==> config.mk <==
export PLATFORM = sky130hd
export DESIGN_NAME = condicionador_entradas
export DESIGN_NICKNAME = d
export VERILOG_FILES = /design/src/rtl/condicionador_entradas.sv
export SDC_FILE = /design/constraint.sdc
export NUM_CORES = 1
export LEC_CHECK = 0
export CAP_MARGIN = 20
export CORE_AREA = 2 2 53 74
export DETAILED_ROUTE_END_ITERATION = 7
export DIE_AREA = 0 0 55 76
export GPL_ROUTABILITY_DRIVEN = 0
export PLACE_DENSITY = 0.68
export RECOVER_POWER = 100
export SYNTH_ARGS = -nofsm -noshare
export SYNTH_HDL_FRONTEND = slang
export SYNTH_SLANG_ARGS = --single-unit
==> constraint.sdc <==
create_clock -name clk -period 4.9 [get_ports clk]
set_input_delay 0.98 -clock clk [delete_from_list [all_inputs] [get_ports clk]]
set_output_delay 0.98 -clock clk [all_outputs]
set_load 0.01 [all_outputs]
==> src/rtl/condicionador_entradas.sv <==
// Input conditioning for the lighting controller. It synchronises the button and IR pins,
// turns button presses into debounced short/long events, and detects the IR rising edge.
module condicionador_entradas #(
  parameter int DEBOUNCE_P        = 300,
  parameter int SWITCH_MODE_MIN_T = 5000,
  parameter int SYNC_STAGES       = 2
) (
  input  logic clk,
  input  logic rst,
  input  logic push_button,
  input  logic infravermelho,
  output logic botao_db,
  output logic pulso_curto,
  output logic pulso_longo,
  output logic ir_sinc,
  output logic ir_borda
);
  localparam int DW = $clog2(DEBOUNCE_P + 1);
  localparam int HW = $clog2(SWITCH_MODE_MIN_T + 1);
  localparam logic [HW-1:0] HOLD_MAX = HW'(SWITCH_MODE_MIN_T);
  // The cycle that leaves the idle/origin state already counts as one stable sample.
  localparam logic [DW-1:0] DEB_LAST = DW'((DEBOUNCE_P > 1) ? DEBOUNCE_P - 2 : 0);

  typedef enum logic [2:0] {
    SOLTO, CONF_PRESS, PRESSIONADO, LONGO, CONF_SOLTO
  } estado_t;

  logic [SYNC_STAGES-1:0] pb_sync_q, ir_sync_q;
  logic                   b_s;
  estado_t                estado_q;
  logic [DW-1:0]          deb_cnt_q;
  logic [HW-1:0]          hold_cnt_q, hold_cnt_d;
  logic                   origem_longo_q;
  logic                   deb_done;
  logic                   botao_db_q, pulso_curto_q, pulso_longo_q;
  logic                   ir_ant_q, ir_borda_q;

  always_ff @(posedge clk or negedge rst) begin
    if (!rst) begin
      pb_sync_q <= '0;
      ir_sync_q <= '0;
    end else begin
      pb_sync_q <= {pb_sync_q[SYNC_STAGES-2:0], push_button};
      ir_sync_q <= {ir_sync_q[SYNC_STAGES-2:0], infravermelho};
    end
  end

  assign b_s        = pb_sync_q[SYNC_STAGES-1];
  assign deb_done   = (deb_cnt_q >= DEB_LAST);
  assign hold_cnt_d = hold_cnt_q + HW'(1);

  always_ff @(posedge clk or negedge rst) begin
    if (!rst) begin
      estado_q       <= SOLTO;
      deb_cnt_q      <= '0;
      hold_cnt_q     <= '0;
      origem_longo_q <= 1'b0;
      botao_db_q     <= 1'b0;
      pulso_curto_q  <= 1'b0;
      pulso_longo_q  <= 1'b0;
    end else begin
      pulso_curto_q <= 1'b0;
      pulso_longo_q <= 1'b0;
      case (estado_q)
        SOLTO: begin
          if (b_s) begin
            estado_q  <= CONF_PRESS;
            deb_cnt_q <= '0;
          end
        end
        CONF_PRESS: begin
          if (!b_s) begin
            estado_q <= SOLTO;
          end else if (deb_done) begin
            estado_q   <= PRESSIONADO;
            botao_db_q <= 1'b1;
            hold_cnt_q <= '0;
          end else begin
            deb_cnt_q <= deb_cnt_q + DW'(1);
          end
        end
        PRESSIONADO: begin
          hold_cnt_q <= hold_cnt_d;
          // Reaching the threshold on the release cycle still counts as a long press.
          if (hold_cnt_d == HOLD_MAX) begin
            pulso_longo_q  <= 1'b1;
            origem_longo_q <= 1'b1;
            estado_q       <= b_s ? LONGO : CONF_SOLTO;
            if (!b_s) deb_cnt_q <= '0;
          end else if (!b_s) begin
            estado_q       <= CONF_SOLTO;
            origem_longo_q <= 1'b0;
            deb_cnt_q      <= '0;
          end
        end
        LONGO: begin
          if (!b_s) begin
            estado_q       <= CONF_SOLTO;
            origem_longo_q <= 1'b1;
            deb_cnt_q      <= '0;
          end
        end
        CONF_SOLTO: begin
          if (b_s) begin
            estado_q <= origem_longo_q ? LONGO : PRESSIONADO;
          end else if (deb_done) begin
            estado_q      <= SOLTO;
            botao_db_q    <= 1'b0;
            pulso_curto_q <= ~origem_longo_q;
          end else begin
            deb_cnt_q <= deb_cnt_q + DW'(1);
          end
        end
        default: estado_q <= SOLTO;
      endcase
    end
  end

  always_ff @(posedge clk or negedge rst) begin
    if (!rst) begin
      ir_ant_q   <= 1'b0;
      ir_borda_q <= 1'b0;
    end else begin
      ir_ant_q   <= ir_sync_q[SYNC_STAGES-1];
      ir_borda_q <= ir_sync_q[SYNC_STAGES-1] & ~ir_ant_q;
    end
  end

  assign botao_db    = botao_db_q;
  assign pulso_curto = pulso_curto_q;
  assign pulso_longo = pulso_longo_q;
  assign ir_sinc     = ir_sync_q[SYNC_STAGES-1];
  assign ir_borda    = ir_borda_q;

endmodule

* After elaboration in Yosys (flattened, before gate mapping)
Index checks and enable logic that the tools add are counted.
** Operators by class
- Add/subtract/negate cells :: 2
- Magnitude comparators :: 1
- Equality and inequality tests :: 15
- Mux-type cells :: 33
- Bitwise logic cells :: 3
- Reductions and logical operators :: 11
** Operators with widths (count)
- $mux 9 :: 5
- $pmux 9 s4 :: 1
- $mux 13 :: 2
- $pmux 13 s2 :: 1
- $mux 3 :: 8
- $pmux 3 s5 :: 1
- $ne 2x2->1 const B :: 7
- $add 13x1->13 const B :: 1
- $eq 13x13->1 const B :: 1
- $mux 1 :: 13
- $reduce_and 5->1 :: 2
- $add 9x1->9 const B :: 1
- $ge 9x9->1 const B :: 1
- $ne 3x3->1 const B :: 3
- $reduce_and 3->1 :: 3
- $eq 3x2->1 const B :: 2
- $reduce_bool 2->1 :: 3
- $pmux 1 s2 :: 2
- $reduce_bool 4->1 :: 1
- $eq 3x1->1 const B :: 1
- $eq 3x3->1 const B :: 1
- $logic_not 3->1 :: 1
- $not 1->1 :: 2
- $reduce_or 2->1 :: 1
- $and 1x1->1 :: 1
** Word-level totals
- Register bits :: 35
- Input bits :: 4
- Output and inout port bits :: 5
- Logic and storage cells :: 76

* Depth between registers and ports, before layout
- Word-level depth :: 4
- Gate-level depth with buffers :: 7

* Least setup slack after synthesis
OpenSTA, ideal clock, no wires.
- Path kind :: register to register
- Start point :: register deb_cnt_q[0]
- End point :: register deb_cnt_q[3]
- Setup time :: 0.078 ns
- Arrival time :: 1.885 ns
- Required time :: 4.822 ns
- Setup slack :: 2.937 ns
- Cell stages (with the launch flop) :: 7
- Buffers on the path :: 0
- Clock period less this slack :: 1.963 ns
- Cell sequence :: dfrtp_1 inv_1 ha_1 or3_4 a22o_1 or4_1 a21boi_1
** Between the ends
- Cells in the longest elaborated chain, start to end :: 4
** Ends and longest elaborated chain
- from (decl) :: RTL line 31 : logic [DW-1:0] deb_cnt_q;
- from (signal assigned) :: RTL line 79 : deb_cnt_q <= deb_cnt_q + DW'(1);
- from (signal assigned) :: RTL line 111 : deb_cnt_q <= deb_cnt_q + DW'(1);
- $add 9x1->9 or $ge 9x9->1 (tied branches) :: RTL line 79, 111, 49
- $mux 9 (*) :: RTL line 74, 106
- $mux 9, on equally long branches :: RTL line 104, 72
- $pmux 9 s4 (*) :: RTL line 64 : case (estado_q)
Mark *: on every way between the ends. The rest lies on a longest branch, timed or not. The select of a mux whose other input is x is not followed.
A chain may end at the register's enable or synchronous reset.

==> impl_metrics.tcl <==
set metrics [dict create \
    cp_data_required_time_ns 4.94 \
    globalRoute.totalOverflow 0 \
    ys_dominant_reg_cell "dfrtp_1" \
    ios 9 \
    synth_top_cell_area_share_pct 47.11 \
    layout.nets 215 \
    grt_start_max_net_pins 36 \
    hold_path_class "reg -> reg" \
    timing.reg2reg.setup_slack_ns 2.62 \
    first_global_vias 1520 \
    worstReg2RegStart "deb_cnt_q[0]" \
    synthesis.area_per_instance_um2 9.296 \
    power.leakage_uw 0.0008580 \
    synth-edff-count 0 \
    antennaDiodeCount 0 \
    number_of_buffers_created_by_cts 5 \
    cts.hold.buffers_added 0 \
    status "complete, but fails checks" \
    slowest_stage "clkbuf_1" \
    vias 1548 \
    maxClockFrequency_mhz 360.4 \
    final_layout_size_suffix_gt1_share_pct 6.699 \
    synth_most_common_cell "dfrtp_1" \
    die_area_um2 4180 \
    syn-num-nets 207 \
    worst_pin_slew_ns 1.823 \
    combinational_family_with_the_most_area_after_synthesis "simple AND/OR/NAND/NOR gates" \
    setup_tns_ns 0 \
    worst_reg_to_reg_path_cell_count 6 \
    post_drt_wl_per_cell_um 15.37 \
    critPathBufInv 2 \
    synth.mux.area_fraction_pct 1.682 \
    timing.critical_path.arrival_ns 2.82 \
    die_x_um 55 \
    worst_r2r_endpoint "deb_cnt_q[3]" \
    post_synth_inst_count 200 \
    timing.critical_path.from_type "primary input" \
    whs_ns 0.3485 \
    dr.first_iter.drc_count 53 \
    synth-adder-area-share_pct 2.019 \
    placement.io_buffers 8 \
    synth_cell_type_count 49 \
    final_core_utilization_pct 57.13 \
    htree_levels 2 \
    die_height_um 76 \
    final.setup_skew_ns 0.007290 \
    hold_end "pb_sync_q[1]" \
    final_count_of_negative_setup_slack_endpoints 0 \
    final.setup.worst_slack_ns 2.125 \
    first_pass_grt_wire_length_um 6768 \
    postSynthRegisterBits 35 \
    drc_violations 0 \
    slew_viol_final 36 \
    synth-simple-area-share_pct 23.96 \
    synth_largest_area_cell "dfrtp_1" \
    cts-root-buf "clkbuf_8" \
    timing.final.crit_period_ns 2.775 \
    drtAntennaViolNets 0 \
    power.density_nw_per_um2 256.7 \
    worst_slack_at_placement_ns 2.693 \
    synthesis.area_um2 1859 \
    final.period_utilization_pct 56.63 \
    rsz0062_at_grt "no" \
    crit_type "in -> async" \
    cts_repair_resize_count 0 \
    post_cts_buffers 0 \
    top_cells_by_area_synth "dfrtp_1 47%, o21ai_0 4.8%, nand2_1 3.4%" \
    parity_gate_share_of_the_synthesized_area_counting_xor_and_xnor_cells_pct 0 \
    firstDrtPassIters 4 \
    cp_cell_sequence "dlygate4sd3_1 -> clkbuf_1" \
    final-hold-violation-count 0 \
    clock-sinks 35 \
    vias_per_inst 6.167 \
    critPathCaptureType "asynchronous set/reset pin" \
    synthesis.yosys.warnings 0 \
    sequential_cell_area_fraction_in_the_yosys_report_pct 47.11 \
    max-vdd-ir-drop_uv 186.9 \
    worst_path_largest_cell_delay_ns 1.31 \
    antenna_violations_before_repair 0 \
    yosys-top-cells-count "35 x dfrtp_1, 18 x o21ai_0, 17 x nand2_1" \
    detail_placement_hpwl_um 2668 \
    holdPathStages 0 \
    maxCapViolCount 1 \
    max-slew-margin-rel_pct -21.57 \
    grtUsageTotal_pct 21.76 \
    tritoncts "done" \
    number_of_placement_rows 26 \
    clk_pin_slew_worst_paths_ns 0.06 \
    cell_class_contributing_the_biggest_share_of_worst_path_delay "buffers and inverters" \
    cts.path.max_buffers 2 \
    critical_path.max_fanout 35 \
    worst_hold_startpoint "pb_sync_q[0]" \
    initial_utilization_pct 51.96 \
    drt-total-wl_um 3857 \
    synth-compound-area-share_pct 21.40 \
    clkLatencyLatePin_ns 0.29 \
    fillerInstances 326 \
    floorplan_core_area_um2 3578 \
    syn_to_final_growth_pct 9.960 \
    violations_in_the_final_reports "capacitance limit, slew limit" \
    share_of_synthesized_flip_flops_with_an_asynchronous_set_or_reset_pct 100.0 \
]
[sequential cells by signal, summed over array words and instances (netlist names)]
signal          count
ir_sync_q           2
pulso_curto         1
ir_ant_q            1
estado_q            3
botao_db            1
hold_cnt_q         13
deb_cnt_q           9
origem_longo_q      1
pulso_longo         1
ir_borda            1
pb_sync_q           2
[worst max path at each step]
stage	cells after the start	slack [ns]	to	startpoint
after floorplan	6	2.94	deb_cnt_q[3]	deb_cnt_q[0]
after global placement	6	2.77	deb_cnt_q[3]	deb_cnt_q[0]
after detailed placement	6	2.69	deb_cnt_q[3]	deb_cnt_q[0]
after CTS	6	2.67	deb_cnt_q[3]	deb_cnt_q[0]
after global routing	2	1.65	origem_longo_q	rst
final	2	2.13	origem_longo_q	rst
[metrics by stage]
step	instance area (um^2)	std cells	total power, uW
floorplan	1859	200	320.0
global route	2044	251	551.7
CTS	2053	251	539.8
global placement	1969	243	332.6
detailed placement	1969	243	334.1
finish	2044	251	524.7
[cell type report]
type                       count  area, um^2  share of cell area [%]
clock buffer                   5       68.82                   3.366
clock inverter                 3       15.01                  0.7344
inverter                       9       33.78                   1.652
multi-input combinational    147       907.1                   44.37
sequential                    35       875.8                   42.84
tap                           42       52.55                   2.570
timing repair buffer          10       91.34                   4.468
[cells in the final DEF, fill, tap and decap left out, drive strengths merged, types with 2 or more instances in the layout]
cell / n
o21ai: 19
ha: 3
nor3: 5
nand2: 17
nor3b: 4
o22ai: 2
and3: 3
nor4b: 2
or3: 6
a21oi: 11
inv: 9
o211ai: 5
nor2b: 3
o31ai: 4
clkinv: 3
a31oi: 8
dfrtp: 35
nor2: 13
or3b: 2
nand4: 4
mux2i: 2
or4b: 2
dlygate4sd3: 8
a21boi: 4
nand3: 8
nor4: 2
clkbuf: 6
[report_power, final]
group	switching (uW)	leakage, uW	internal, uW
sequential	6.86	0.000472	294
combinational	14.5	0.000338	9.64
clock	102	0.0000477	97.2
total	124	0.000858	401
[per-layer routing]
metal | wire, um | GRT usage (%)
met5 | 0 | 0
met4 | 99 | 9.512
met3 | 93 | 4.118
met2 | 2067 | 35.60
met1 | 1596 | 26.75
[cell families (layout without fill, tap and decap cells)]
| logic type | after synthesis | count (layout) |
|---|---|---|
| compound gates | 63 | 63 |
| simple gates | 78 | 78 |
| fa+ha+maj | 3 | 3 |
| mux | 3 | 3 |
| flops | 35 | 35 |
| buf+inv | 18 | 27 |
Note: power is estimated with default switching activity, not from simulation.
